===== src/rtl/remote_hex_encoder_if.sv =====
// Joystick answer bus: raw player buttons in, active-low one-hot answer code and status out.
interface remote_hex_encoder_if;
    logic [3:0] btn_p1;
    logic [3:0] btn_p2;
    logic [7:0] out_hex;
    logic       busy;
    logic       tx_p1;
    logic       tx_p2;

    modport master (
        output btn_p1, btn_p2,
        input  out_hex, busy, tx_p1, tx_p2
    );

    modport slave (
        input  btn_p1, btn_p2,
        output out_hex, busy, tx_p1, tx_p2
    );
endinterface


===== src/rtl/remote_hex_encoder.sv =====
// Transmit side of the joystick answer link: synchronizes and debounces both players' buttons,
// arbitrates between them and frames each answer code as a fixed hold window plus idle gap.
module remote_hex_encoder #(
    parameter int unsigned DEBOUNCE_CYCLES = 4,
    parameter int unsigned HOLD_CYCLES     = 8,
    parameter int unsigned GAP_CYCLES      = 4
) (
    input  logic                 clk,
    input  logic                 rst,
    remote_hex_encoder_if.slave  bus
);

    localparam logic [7:0] DB_LAST   = 8'(DEBOUNCE_CYCLES - 1);
    localparam logic [7:0] HOLD_LAST = 8'(HOLD_CYCLES - 1);
    localparam logic [7:0] GAP_LAST  = 8'(GAP_CYCLES - 1);

    typedef enum logic [1:0] {IDLE, HOLD, GAP} state_t;

    logic [7:0] raw;
    logic [7:0] sync1;
    logic [7:0] sync2;
    logic [7:0] deb;
    logic [7:0] deb_q;
    logic [7:0] db_cnt [8];
    logic [7:0] rise;

    logic [1:0] pending;
    logic [1:0] choice_p1;
    logic [1:0] choice_p2;
    logic       press_p1;
    logic       press_p2;
    logic       grant_p1;
    logic       grant_p2;

    state_t     state;
    logic [7:0] timer;
    logic       last_served_p2;

    function automatic logic one_hot4(input logic [3:0] v);
        return (v != 4'd0) && ((v & (v - 4'd1)) == 4'd0);
    endfunction

    function automatic logic [1:0] index4(input logic [3:0] v);
        logic [1:0] idx;
        idx = 2'd0;
        for (int i = 0; i < 4; i++)
            if (v[i]) idx = 2'(i);
        return idx;
    endfunction

    assign raw = {bus.btn_p2, bus.btn_p1};

    always_ff @(posedge clk or posedge rst) begin
        if (rst) begin
            sync1 <= '0;
            sync2 <= '0;
        end else begin
            sync1 <= raw;
            sync2 <= sync1;
        end
    end

    // A level flips only after DEBOUNCE_CYCLES disagreeing samples in a row; any agreeing sample restarts the count.
    always_ff @(posedge clk or posedge rst) begin
        if (rst) begin
            deb   <= '0;
            deb_q <= '0;
            for (int i = 0; i < 8; i++) db_cnt[i] <= '0;
        end else begin
            deb_q <= deb;
            for (int i = 0; i < 8; i++) begin
                if (sync2[i] != deb[i]) begin
                    if (db_cnt[i] == DB_LAST) begin
                        deb[i]    <= ~deb[i];
                        db_cnt[i] <= '0;
                    end else begin
                        db_cnt[i] <= db_cnt[i] + 8'd1;
                    end
                end else begin
                    db_cnt[i] <= '0;
                end
            end
        end
    end

    assign rise     = deb & ~deb_q;
    assign press_p1 = one_hot4(rise[3:0]);
    assign press_p2 = one_hot4(rise[7:4]);

    always_comb begin
        grant_p1 = 1'b0;
        grant_p2 = 1'b0;
        if (state == IDLE) begin
            if (pending[0] && pending[1]) begin
                grant_p1 = last_served_p2;
                grant_p2 = ~last_served_p2;
            end else begin
                grant_p1 = pending[0];
                grant_p2 = pending[1];
            end
        end
    end

    // A new press in the same cycle as a grant keeps the player pending with the newer choice.
    always_ff @(posedge clk or posedge rst) begin
        if (rst) begin
            pending   <= '0;
            choice_p1 <= '0;
            choice_p2 <= '0;
        end else begin
            if (press_p1) begin
                pending[0] <= 1'b1;
                choice_p1  <= index4(rise[3:0]);
            end else if (grant_p1) begin
                pending[0] <= 1'b0;
            end
            if (press_p2) begin
                pending[1] <= 1'b1;
                choice_p2  <= index4(rise[7:4]);
            end else if (grant_p2) begin
                pending[1] <= 1'b0;
            end
        end
    end

    always_ff @(posedge clk or posedge rst) begin
        if (rst) begin
            state          <= IDLE;
            timer          <= '0;
            last_served_p2 <= 1'b1;
            bus.out_hex    <= 8'hFF;
            bus.busy       <= 1'b0;
            bus.tx_p1      <= 1'b0;
            bus.tx_p2      <= 1'b0;
        end else begin
            bus.tx_p1 <= 1'b0;
            bus.tx_p2 <= 1'b0;
            case (state)
                IDLE: begin
                    bus.out_hex <= 8'hFF;
                    timer       <= '0;
                    if (grant_p1) begin
                        bus.out_hex    <= ~(8'h80 >> choice_p1);
                        bus.tx_p1      <= 1'b1;
                        bus.busy       <= 1'b1;
                        last_served_p2 <= 1'b0;
                        state          <= HOLD;
                    end else if (grant_p2) begin
                        bus.out_hex    <= ~(8'h08 >> choice_p2);
                        bus.tx_p2      <= 1'b1;
                        bus.busy       <= 1'b1;
                        last_served_p2 <= 1'b1;
                        state          <= HOLD;
                    end
                end
                HOLD: begin
                    if (timer == HOLD_LAST) begin
                        bus.out_hex <= 8'hFF;
                        timer       <= '0;
                        state       <= GAP;
                    end else begin
                        timer <= timer + 8'd1;
                    end
                end
                GAP: begin
                    if (timer == GAP_LAST) begin
                        bus.busy <= 1'b0;
                        timer    <= '0;
                        state    <= IDLE;
                    end else begin
                        timer <= timer + 8'd1;
                    end
                end
                default: begin
                    bus.out_hex <= 8'hFF;
                    bus.busy    <= 1'b0;
                    timer       <= '0;
                    state       <= IDLE;
                end
            endcase
        end
    end

endmodule


===== src/flat_wrapper.sv =====
// flat-port wrapper written by rule: the top's interface ports become plain ports
module remote_hex_encoder_flat 
#(
    parameter int unsigned DEBOUNCE_CYCLES = 4,
    parameter int unsigned HOLD_CYCLES     = 8,
    parameter int unsigned GAP_CYCLES      = 4
)
  (clk, rst, bus_btn_p1, bus_btn_p2, bus_out_hex, bus_busy, bus_tx_p1, bus_tx_p2);
  remote_hex_encoder_if bus_i ();
  input  logic clk;
  input  logic rst;
  input wire logic [$bits(bus_i.btn_p1)-1:0] bus_btn_p1;
  input wire logic [$bits(bus_i.btn_p2)-1:0] bus_btn_p2;
  output wire logic [$bits(bus_i.out_hex)-1:0] bus_out_hex;
  output wire logic [$bits(bus_i.busy)-1:0] bus_busy;
  output wire logic [$bits(bus_i.tx_p1)-1:0] bus_tx_p1;
  output wire logic [$bits(bus_i.tx_p2)-1:0] bus_tx_p2;
  assign bus_i.btn_p1 = bus_btn_p1;
  assign bus_i.btn_p2 = bus_btn_p2;
  assign bus_out_hex = bus_i.out_hex;
  assign bus_busy = bus_i.busy;
  assign bus_tx_p1 = bus_i.tx_p1;
  assign bus_tx_p2 = bus_i.tx_p2;
  remote_hex_encoder #(.DEBOUNCE_CYCLES(DEBOUNCE_CYCLES), .HOLD_CYCLES(HOLD_CYCLES), .GAP_CYCLES(GAP_CYCLES)) u_core (.clk(clk), .rst(rst), .bus(bus_i));
endmodule

===== config.mk =====
export PLATFORM = sky130hd
export DESIGN_NAME = remote_hex_encoder_flat
export DESIGN_NICKNAME = d
export VERILOG_FILES = /design/src/rtl/remote_hex_encoder_if.sv /design/src/rtl/remote_hex_encoder.sv /design/src/flat_wrapper.sv
export SDC_FILE = /design/constraint.sdc
export NUM_CORES = 1
export LEC_CHECK = 0
export BUFFER_PORTS_ARGS = -buffer_cell sky130_fd_sc_hd__buf_2
export CAP_MARGIN = 5
export CORE_MARGIN = 10
export CORE_UTILIZATION = 65
export DETAILED_ROUTE_END_ITERATION = 10
export PLACE_DENSITY = 0.92
export SETUP_SLACK_MARGIN = 0.1
export SLEW_MARGIN = 10
export SYNTH_ARGS = -nofsm -noshare
export SYNTH_HDL_FRONTEND = slang
export SYNTH_SLANG_ARGS = --single-unit

===== constraint.sdc =====
create_clock -name clk -period 7.55 [get_ports clk]
set_clock_uncertainty 0.1 [all_clocks]
set_input_delay 0.755 -clock clk [delete_from_list [all_inputs] [get_ports clk]]
set_output_delay 0.755 -clock clk [all_outputs]
set_load 0.01 [all_outputs]

=== Yosys cells after proc, flatten, opt, wreduce, memory -nomap -nowiden ===
Index checks and enable logic that the tools add are counted.
Widths: inputs -> output; s select.

* Flip-flop bits (word level): 124
* Latch bits: 0
* Bits in writable memories: 0
* ROM bits: 0
* Input port bits: 10
* Output and inout bits: 11
* Word-level logic and storage cells: 158
* Memories kept: 0

* Add/sub/neg operators: 11
* $mul: 0
* Div/mod/pow operators: 0
* $lt $le $gt $ge: 0
* Equal/unequal tests: 23
* Shift-type cells: 2
* Mux-type cells: 52
* Bitwise gates (word level): 17
* Reduce and logical (&&, ||, !) cells: 23

{| class="wikitable"
|+ Operator list
! kind !! number
|-
| $mux 8 || 21
|-
| $add 8x1->8 const B || 9
|-
| $eq 8x2->1 const B || 9
|-
| $not 8->8 || 3
|-
| $pmux 8 s3 || 1
|-
| $reduce_and 2->1 || 10
|-
| $mux 1 || 19
|-
| $mux 2 || 8
|-
| $pmux 8 s2 || 1
|-
| $not 1->1 || 11
|-
| $and 4x4->4 || 2
|-
| $and 8x8->8 || 1
|-
| $eq 8x3->1 const B || 1
|-
| $logic_not 4->1 || 2
|-
| $ne 1x1->1 || 8
|-
| $reduce_bool 4->1 || 2
|-
| $shr 4x2->8 const A || 1
|-
| $shr 8x2->8 const A || 1
|-
| $sub 4x1->4 const B || 2
|-
| $pmux 2 s3 || 1
|-
| $reduce_and 3->1 || 2
|-
| $reduce_bool 2->1 || 3
|-
| $ne 2x1->1 const B || 2
|-
| $logic_and 1x1->1 || 3
|-
| other kinds (5) || 5
|}

=== Logic depth before layout (Yosys ltp) ===
Gate-level depths: netlist (run 1).

* Depth after elaboration: 7
* Depth in mapped cells: 7

=== Least setup slack after synthesis (run 1) ===
No wires, ideal clock.

* Path type: reg-to-reg
* Start: register u_core.timer[3]
* End: register u_core.bus.out_hex[2]
* Arrival: 1,667 ps
* Setup slack: 5,706 ps
* Stages on the path, launching flop included: 6
* Buffers on the path: 1
* Cells stage by stage: dfrtp_1 or4_4 o41ai_4 buf_6 nor2_1 a31oi_1

* Cells in the longest elaborated chain, start to end: 3

{| class="wikitable"
|+ RTL lines
! what !! line !! RTL
|-
| start: declaration || remote_hex_encoder.sv:36 || <nowiki>logic [7:0] timer;</nowiki>
|-
| start signal: assignment || remote_hex_encoder.sv:162 || <nowiki>timer <= timer + 8'd1;</nowiki>
|-
| start signal: assignment || remote_hex_encoder.sv:171 || <nowiki>timer <= timer + 8'd1;</nowiki>
|-
| $eq 8x3->1 || remote_hex_encoder.sv:157 || <nowiki>if (timer == HOLD_LAST) begin</nowiki>
|-
| $ne 2x1->1 (no line) || - ||
|-
| $reduce_and 2->1 (no line) || - ||
|-
| end signal: assignment || remote_hex_encoder.sv:143 || <nowiki>bus.out_hex <= ~(8'h80 >> choice_p1);</nowiki>
|-
| end signal: assignment || remote_hex_encoder.sv:149 || <nowiki>bus.out_hex <= ~(8'h08 >> choice_p2);</nowiki>
|-
| end: declaration || remote_hex_encoder_if.sv:17 || <nowiki>output out_hex, busy, tx_p1, tx_p2</nowiki>
|}

Every way passes these cells.
A chain may end at the register's enable or synchronous reset.

=== Worst setup path in the final report (run 1) ===
* Start: register u_core.timer[3]
* End: register u_core.bus.out_hex[0]

The elaborated chain is that of the path after synthesis.

==> results of run 1 <==
[flip-flops by register name, summed over array words and instances, names as in the netlist]
signal                 flops
u_core.db_cnt             64
u_core.bus.out_hex         8
u_core.deb                 8
u_core.deb_q               8
u_core.sync1               8
u_core.sync2               8
u_core.timer               8
u_core.choice_p1           2
u_core.choice_p2           2
u_core.pending             2
u_core.state               2
u_core.bus.busy            1
u_core.bus.tx_p1           1
u_core.bus.tx_p2           1
u_core.last_served_p2      1
[logic make-up (layout without fill, tap and decap cells)]
kind of cell / after synthesis / count (layout)
compound gates: 53 / 53
simple gates: 222 / 222
fa+ha+maj: 13 / 13
mux: 11 / 11
flops: 124 / 124
xor+xnor: 57 / 57
buf+inv: 19 / 68
[routing by layer]
| metal | up-vias | global-route usage, % | share of wire (%) |
|---|---|---|---|
| li1 | 1779 | - | - |
| met1 | 1864 | 19.5 | 41 |
| met2 | 92 | 31.3 | 53 |
| met3 | 26 | 4.38 | 3.9 |
| met4 | 0 | 7.55 | 2.2 |
| met5 | - | 0 | 0 |
[placed cells by master (no fill, tap or decap), types with 15 or more instances in the layout]
| cell | Yosys | final |
|---|---|---|
| nand2_1 | 41 | 41 |
| buf_2 | 0 | 20 |
| xnor2_1 | 28 | 28 |
| clkbuf_16 | 0 | 16 |
| nor2_1 | 85 | 85 |
| xor2_1 | 29 | 29 |
| dfrtp_1 | 115 | 115 |
| nand3_1 | 30 | 30 |
| inv_1 | 16 | 15 |
| nor3_1 | 17 | 17 |
| o21ai_0 | 16 | 16 |
[metrics by stage]
stage	instances	instance area (sq um)	util (%)	power [mW]
6_report	653	6230	76.6	2.37
5_1_grt	653	6230	76.6	2.50
4_1_cts	653	6230	76.6	2.38
3_5_place_dp	622	5600	68.8	1.49
3_3_place_gp	622	5600	68.8	1.44
2_1_floorplan	499	5380	-	1.34
[critical path, cell delays in order (launching register included)]
cell and delay (ns):
dfrtp_1 0.43, or4_4 0.58, o41ai_4 0.63, nor2_1 0.11, a41oi_1 0.21
[final cells by class]
cell class              count  share of cell area, %
well taps                 105                   2.11
flip-flops and latches    124                   50.0
clock buffers              17                   6.64
repair buffers             21                   1.73
multi-input cells         356                   35.0
clock inverters            14                   3.53
inverters                  16                   1.00
[power by group through the flow]
| stage | combinational [mW] | clock, mW | sequential (mW) |
|---|---|---|---|
| after floorplan | 0.405 | 0 | 0.936 |
| after global placement | 0.494 | 0 | 0.944 |
| after detailed placement | 0.529 | 0 | 0.959 |
| after CTS | 0.553 | 0.875 | 0.954 |
| after global routing | 0.618 | 0.904 | 0.976 |
| final | 0.551 | 0.867 | 0.955 |
[worst max-delay path by stage]
stage                                             end  cells after the start
floorplan                 u_core.bus.busy$_DFFE_PP0P_                      1
CTS                 u_core.bus.out_hex[0]$_DFFE_PP1P_                      4
global placement          u_core.db_cnt[32]$_DFF_PP0_                      3
finish              u_core.bus.out_hex[0]$_DFFE_PP1P_                      4
global route        u_core.bus.out_hex[0]$_DFFE_PP1P_                      4
detailed placement        u_core.db_cnt[58]$_DFF_PP0_                      3
==> results.json, run 1 <==
{
  "max_freq_ghz": 0.464,
  "clock-sinks": 124,
  "fill_cells": 476,
  "area_delta_synth_final_pct": 15.9,
  "end_kind": "flop",
  "drtIter0Drc": 197,
  "combPwrFrac_pct": 23.2,
  "cts_made_buffers": 17,
  "grt_start_max_net_pins": 73,
  "place_worst_setup_slack_ns": 5.25,
  "routed_wl_um": 10600,
  "via_per_inst": 5.76,
  "diodes": 0,
  "antenna_found_initial": 0,
  "remaining_drc_errors": 0,
  "intPower_mw": 1.61,
  "cellLeakagePower_nw": 2.78,
  "synth_adder_area_share_pct": 3.03,
  "rows": 33,
  "regArea_sq_mm": 0.00311,
  "hold_violations": 0,
  "synth_nets": 522,
  "synthTopCellsByCount": "115 x dfrtp_1, 85 x nor2_1, 41 x nand2_1, 30 x nand3_1, 29 x xor2_1",
  "root_buffer": "clkbuf_8",
  "r2r_start": "u_core.timer[3]$_DFF_PP0_",
  "clk_path_buf_depth": 2,
  "dp_hpwl_um": 6620,
  "arrival_ns": 2.48,
  "outcome": "complete, no violations",
  "regToRegEndpoint": "u_core.bus.out_hex[0]$_DFFE_PP1P_",
  "ys_ff_latch": 124,
  "switching_power_uw": 760,
  "synthArstFlopShare_pct": 100,
  "hold_ws_ns": 0.239,
  "gp_congestion": 0.847,
  "synth_compound_area_share_pct": 6.70,
  "hold_depth": 1,
  "gr-total-overflow": 0,
  "die_y_um": 111,
  "synth_top_family_by_area": "simple AND/OR/NAND/NOR gates",
  "final_antenna_net_count": 0,
  "dr.pass1.iters": 5,
  "cp_max_fo": 16,
  "cts.reportedPaths.clkPinSlew_ns": 0.06,
  "powerDensity_mw_per_mm2": 381,
  "switching_share_pct": 32.0,
  "period_minus_slack_ns": 2.16,
  "yosys.area.top_type": "dfrtp_1",
  "worst_slew_margin_rel_pct": 43.8,
  "synth.area.mux_share_pct": 2.26,
  "fin_ws_ns": 5.39,
  "grt_pass1_wl_um": 18000,
  "synth_xor_area_share_pct": 9.29,
  "postCtsSetupBuffers": 0,
  "grt_pass1_vias": 3917,
  "hp-class": "input pin to flop",
  "min_to": "u_core.sync1[5]$_DFF_PP0_",
  "synth_area_leaders": "dfrtp_1 54%, nor2_1 5.9%, xor2_1 4.7%, xnor2_1 4.6%, dfstp_2 4.4%",
  "critPathLaunch": "u_core.timer[3]$_DFF_PP0_",
  "clk_latency_ns": 0.52,
  "cp.required_ns": 7.88,
  "yosysMostFrequentCell": "dfrtp_1",
  "pwr-share-seq_pct": 40.2,
  "final_nets": 559,
  "crit_type": "flop to flop",
  "cap_viol_max_count": 0,
  "cts_tree": "yes",
  "wl_per_cell_um": 16.3,
  "ios": 21,
  "peakVddDrop_mv": 0.201,
  "syn_area_sq_mm": 0.00538,
  "layout-drive-gt1-share_pct": 13.5,
  "tightestPinTransition_ns": 0.843,
  "io_buffers": 20,
  "ys_warn_count": 0,
  "track_usage_pct": 17.6,
  "period_share_pct": 28.6,
  "holdBufCountCts": 0,
  "multi_input_area_sq_mm": 0.00218,
  "post_cts_resized": 0,
  "vias": 3761,
  "clockPowerShare_pct": 36.5,
  "synthSimpleGateAreaFrac_pct": 19.3,
  "rsz0062_at_grt": "no",
  "die_area_sq_mm": 0.0123,
  "ys.flop_type": "dfrtp_1",
  "reg2reg_slack_ns": 5.39,
  "setup.worst_path.start_class": "flop",
  "maxSlewViolCount": 0,
  "die_w_um": 111,
  "coreArea_sq_mm": 0.00813,
  "hp-start": "bus_btn_p2[1]",
  "tns_ns": 0,
  "ys_seq_area_share_pct": 57.9,
  "synth_edf_count": 0,
  "yosys.cell_types.count": 39,
  "syn_inst": 499,
  "reg2reg_depth": 4,
  "start_util_pct": 66.1,
  "cts_max_level": 4,
  "syn_area_per_cell_sq_um": 10.8,
  "yosysTopAreaCellShare_pct": 53.5,
  "finalSetupViolations": 0
}
Power figures use the tool's default switching activity.
==> run 2: changes to the inputs <==
--- a/config.mk
+++ b/config.mk
@@ -8,9 +8,9 @@
 export BUFFER_PORTS_ARGS = -buffer_cell sky130_fd_sc_hd__buf_2
 export CAP_MARGIN = 5
 export CORE_MARGIN = 10
-export CORE_UTILIZATION = 65
+export CORE_UTILIZATION = 61
 export DETAILED_ROUTE_END_ITERATION = 10
-export PLACE_DENSITY = 0.92
+export PLACE_DENSITY = 0.88
 export SETUP_SLACK_MARGIN = 0.1
 export SLEW_MARGIN = 10
 export SYNTH_ARGS = -nofsm -noshare
==> constraint.sdc (replaced) <==
create_clock -name clk -period 2.06 [get_ports clk]
set_clock_uncertainty 0.1 [all_clocks]
set_input_delay 0.206 -clock clk [delete_from_list [all_inputs] [get_ports clk]]
set_output_delay 0.206 -clock clk [all_outputs]
set_load 0.01 [all_outputs]
==> results.json, run 2 (synthesized netlist as in run 1, its figures left out) <==
{
  "outcome": "complete, no violations",
  "most-common-layout-cells": "114 x dfrtp_1, 85 x nor2_1, 41 x nand2_1",
  "gp_congestion": 0.835,
  "cts_tree": "yes",
  "placedInstanceArea_sq_mm": 0.00564,
  "io_buffers": 20,
  "tns_ns": 0,
  "routed_wl_um": 10800,
  "die_w_um": 114,
  "rows": 34,
  "end_kind": "flop",
  "gr-total-overflow": 0,
  "cts_made_buffers": 17,
  "finalSetupViolations": 0,
  "dr.pass1.iters": 8,
  "clk_path_buf_depth": 2,
  "switching_power_mw": 2.83,
  "hold_violations": 0,
  "setup.worst_path.start_class": "flop",
  "die_y_um": 114,
  "final_nets": 573,
  "diodes": 0,
  "clk_latency_ns": 0.51,
  "regToRegEndpoint": "u_core.bus.out_hex[0]$_DFFE_PP1P_",
  "cts.reportedPaths.clkPinSlew_ns": 0.06,
  "ios": 21,
  "arrival_ns": 2.27,
  "cts_max_level": 4,
  "mostFrequentLayoutCell": "dfrtp_1",
  "cp.required_ns": 2.38,
  "vias": 3851,
  "hold_ws_ns": 0.183,
  "remaining_drc_errors": 0,
  "rsz0062_at_grt": "yes",
  "area_delta_synth_final_pct": 18.3,
  "switching_share_pct": 33.3,
  "cellLeakagePower_nw": 2.81,
  "multi_input_area_sq_mm": 0.00219,
  "top_register": "u_core.db_cnt",
  "layout-drive-gt1-share_pct": 14.7,
  "clockPowerShare_pct": 34.5,
  "fill_cells": 575,
  "grt_start_max_net_pins": 58,
  "antenna_found_initial": 0,
  "max_freq_ghz": 0.513,
  "pwr-share-seq_pct": 41.1,
  "maxSlewViolCount": 0,
  "intPower_mw": 5.67,
  "start_util_pct": 62.3,
  "period_share_pct": 94.6,
  "tightestPinTransition_ns": 0.532,
  "root_buffer": "clkbuf_8",
  "worst_slew_margin_rel_pct": 64.5,
  "track_usage_pct": 17.5,
  "drtIter0Drc": 299,
  "grt_pass1_vias": 4049,
  "period_minus_slack_ns": 1.95,
  "final_antenna_net_count": 0,
  "coreArea_sq_mm": 0.00864,
  "powerDensity_mw_per_mm2": 1340,
  "crit_type": "flop to flop",
  "peakVddDrop_mv": 0.793,
  "hp-class": "input pin to async pin",
  "r2r_start": "u_core.timer[3]$_DFF_PP0_",
  "dp_hpwl_um": 6630,
  "layout.cell_area.non_filler_sq_mm": 0.00636,
  "combPwrFrac_pct": 24.4,
  "largest_reg_flops": 64,
  "clock-sinks": 124,
  "via_per_inst": 5.74,
  "grt_pass1_wl_um": 18600,
  "reg2reg_slack_ns": 0.11,
  "die_area_sq_mm": 0.0130,
  "regArea_sq_mm": 0.00312,
  "reg2reg_depth": 5,
  "wl_per_cell_um": 16.0,
  "cp_max_fo": 8,
  "cap_viol_max_count": 0
}
## run 2: repair_timing
action | 4_1_cts | 5_1_grt
buffers inserted | 0 | 2
gates resized for setup | 1 | 4
cloned | 0 | 1
hold buffers | 9 | 0
endpoints found under the hold margin | 29 | 0
endpoints found under the setup margin | 1 | 9
## run 2: power groups by stage
stage	clock network [mW]	registers, mW	logic [mW]
6_report	2.93	3.50	2.08
3_5_place_dp	0	3.52	1.94
2_1_floorplan	0	3.43	1.49
5_1_grt	3.06	3.59	2.37
3_3_place_gp	0	3.47	1.83
4_1_cts	2.97	3.49	2.03
## run 2: worst max-delay path, cell delays in order (launching register included)
cell and delay, ns:
dfrtp_2 0.45, or4_4 0.58, o41ai_4 0.30, buf_6 0.18
nor2_1 0.05, a41oi_1 0.20
## run 2: worst max path at each step
stage | to | start | depth (start not counted) | slack (ns)
2_1_floorplan | u_core.bus.out_hex[5]$_DFFE_PP1P_ | u_core.timer[3]$_DFF_PP0_ | 5 | 0.22
3_3_place_gp | u_core.bus.out_hex[1]$_DFFE_PP1P_ | u_core.timer[3]$_DFF_PP0_ | 5 | 0.25
3_5_place_dp | u_core.bus.out_hex[2]$_DFFE_PP1P_ | u_core.timer[3]$_DFF_PP0_ | 5 | 0.13
4_1_cts | u_core.bus.out_hex[2]$_DFFE_PP1P_ | u_core.timer[3]$_DFF_PP0_ | 5 | 0.10
5_1_grt | u_core.bus.out_hex[1]$_DFFE_PP1P_ | u_core.timer[3]$_DFF_PP0_ | 5 | 0.07
6_report | u_core.bus.out_hex[0]$_DFFE_PP1P_ | u_core.timer[3]$_DFF_PP0_ | 5 | 0.11
## run 2: layout make-up
cell class | count | area share (%)
sequential | 124 | 49.0
timing repair buffer | 35 | 4.15
clock buffer | 18 | 6.73
clock inverter | 14 | 2.50
inverter | 16 | 1.00
tap | 108 | 2.12
multi-input combinational | 356 | 34.5
## run 2: through the flow
step	power [mW]	setup slack [ns]	utilization, %	cells
2_1_floorplan	4.91	0.216	-	499
3_3_place_gp	5.30	0.249	65.4	627
3_5_place_dp	5.45	0.132	65.4	627
4_1_cts	8.49	0.102	73.3	668
5_1_grt	9.02	0.0746	73.6	671
6_report	8.50	0.111	73.6	671
## run 2: metal layers
layer,track usage (%),vias up,routed length (um),share of wire (%)
li1,-,1805,-,-
met1,19.6,1916,4340,40
met2,31.1,106,5780,54
met3,4.46,24,441,4.1
met4,7.02,0,195,1.8
met5,0,-,0,0
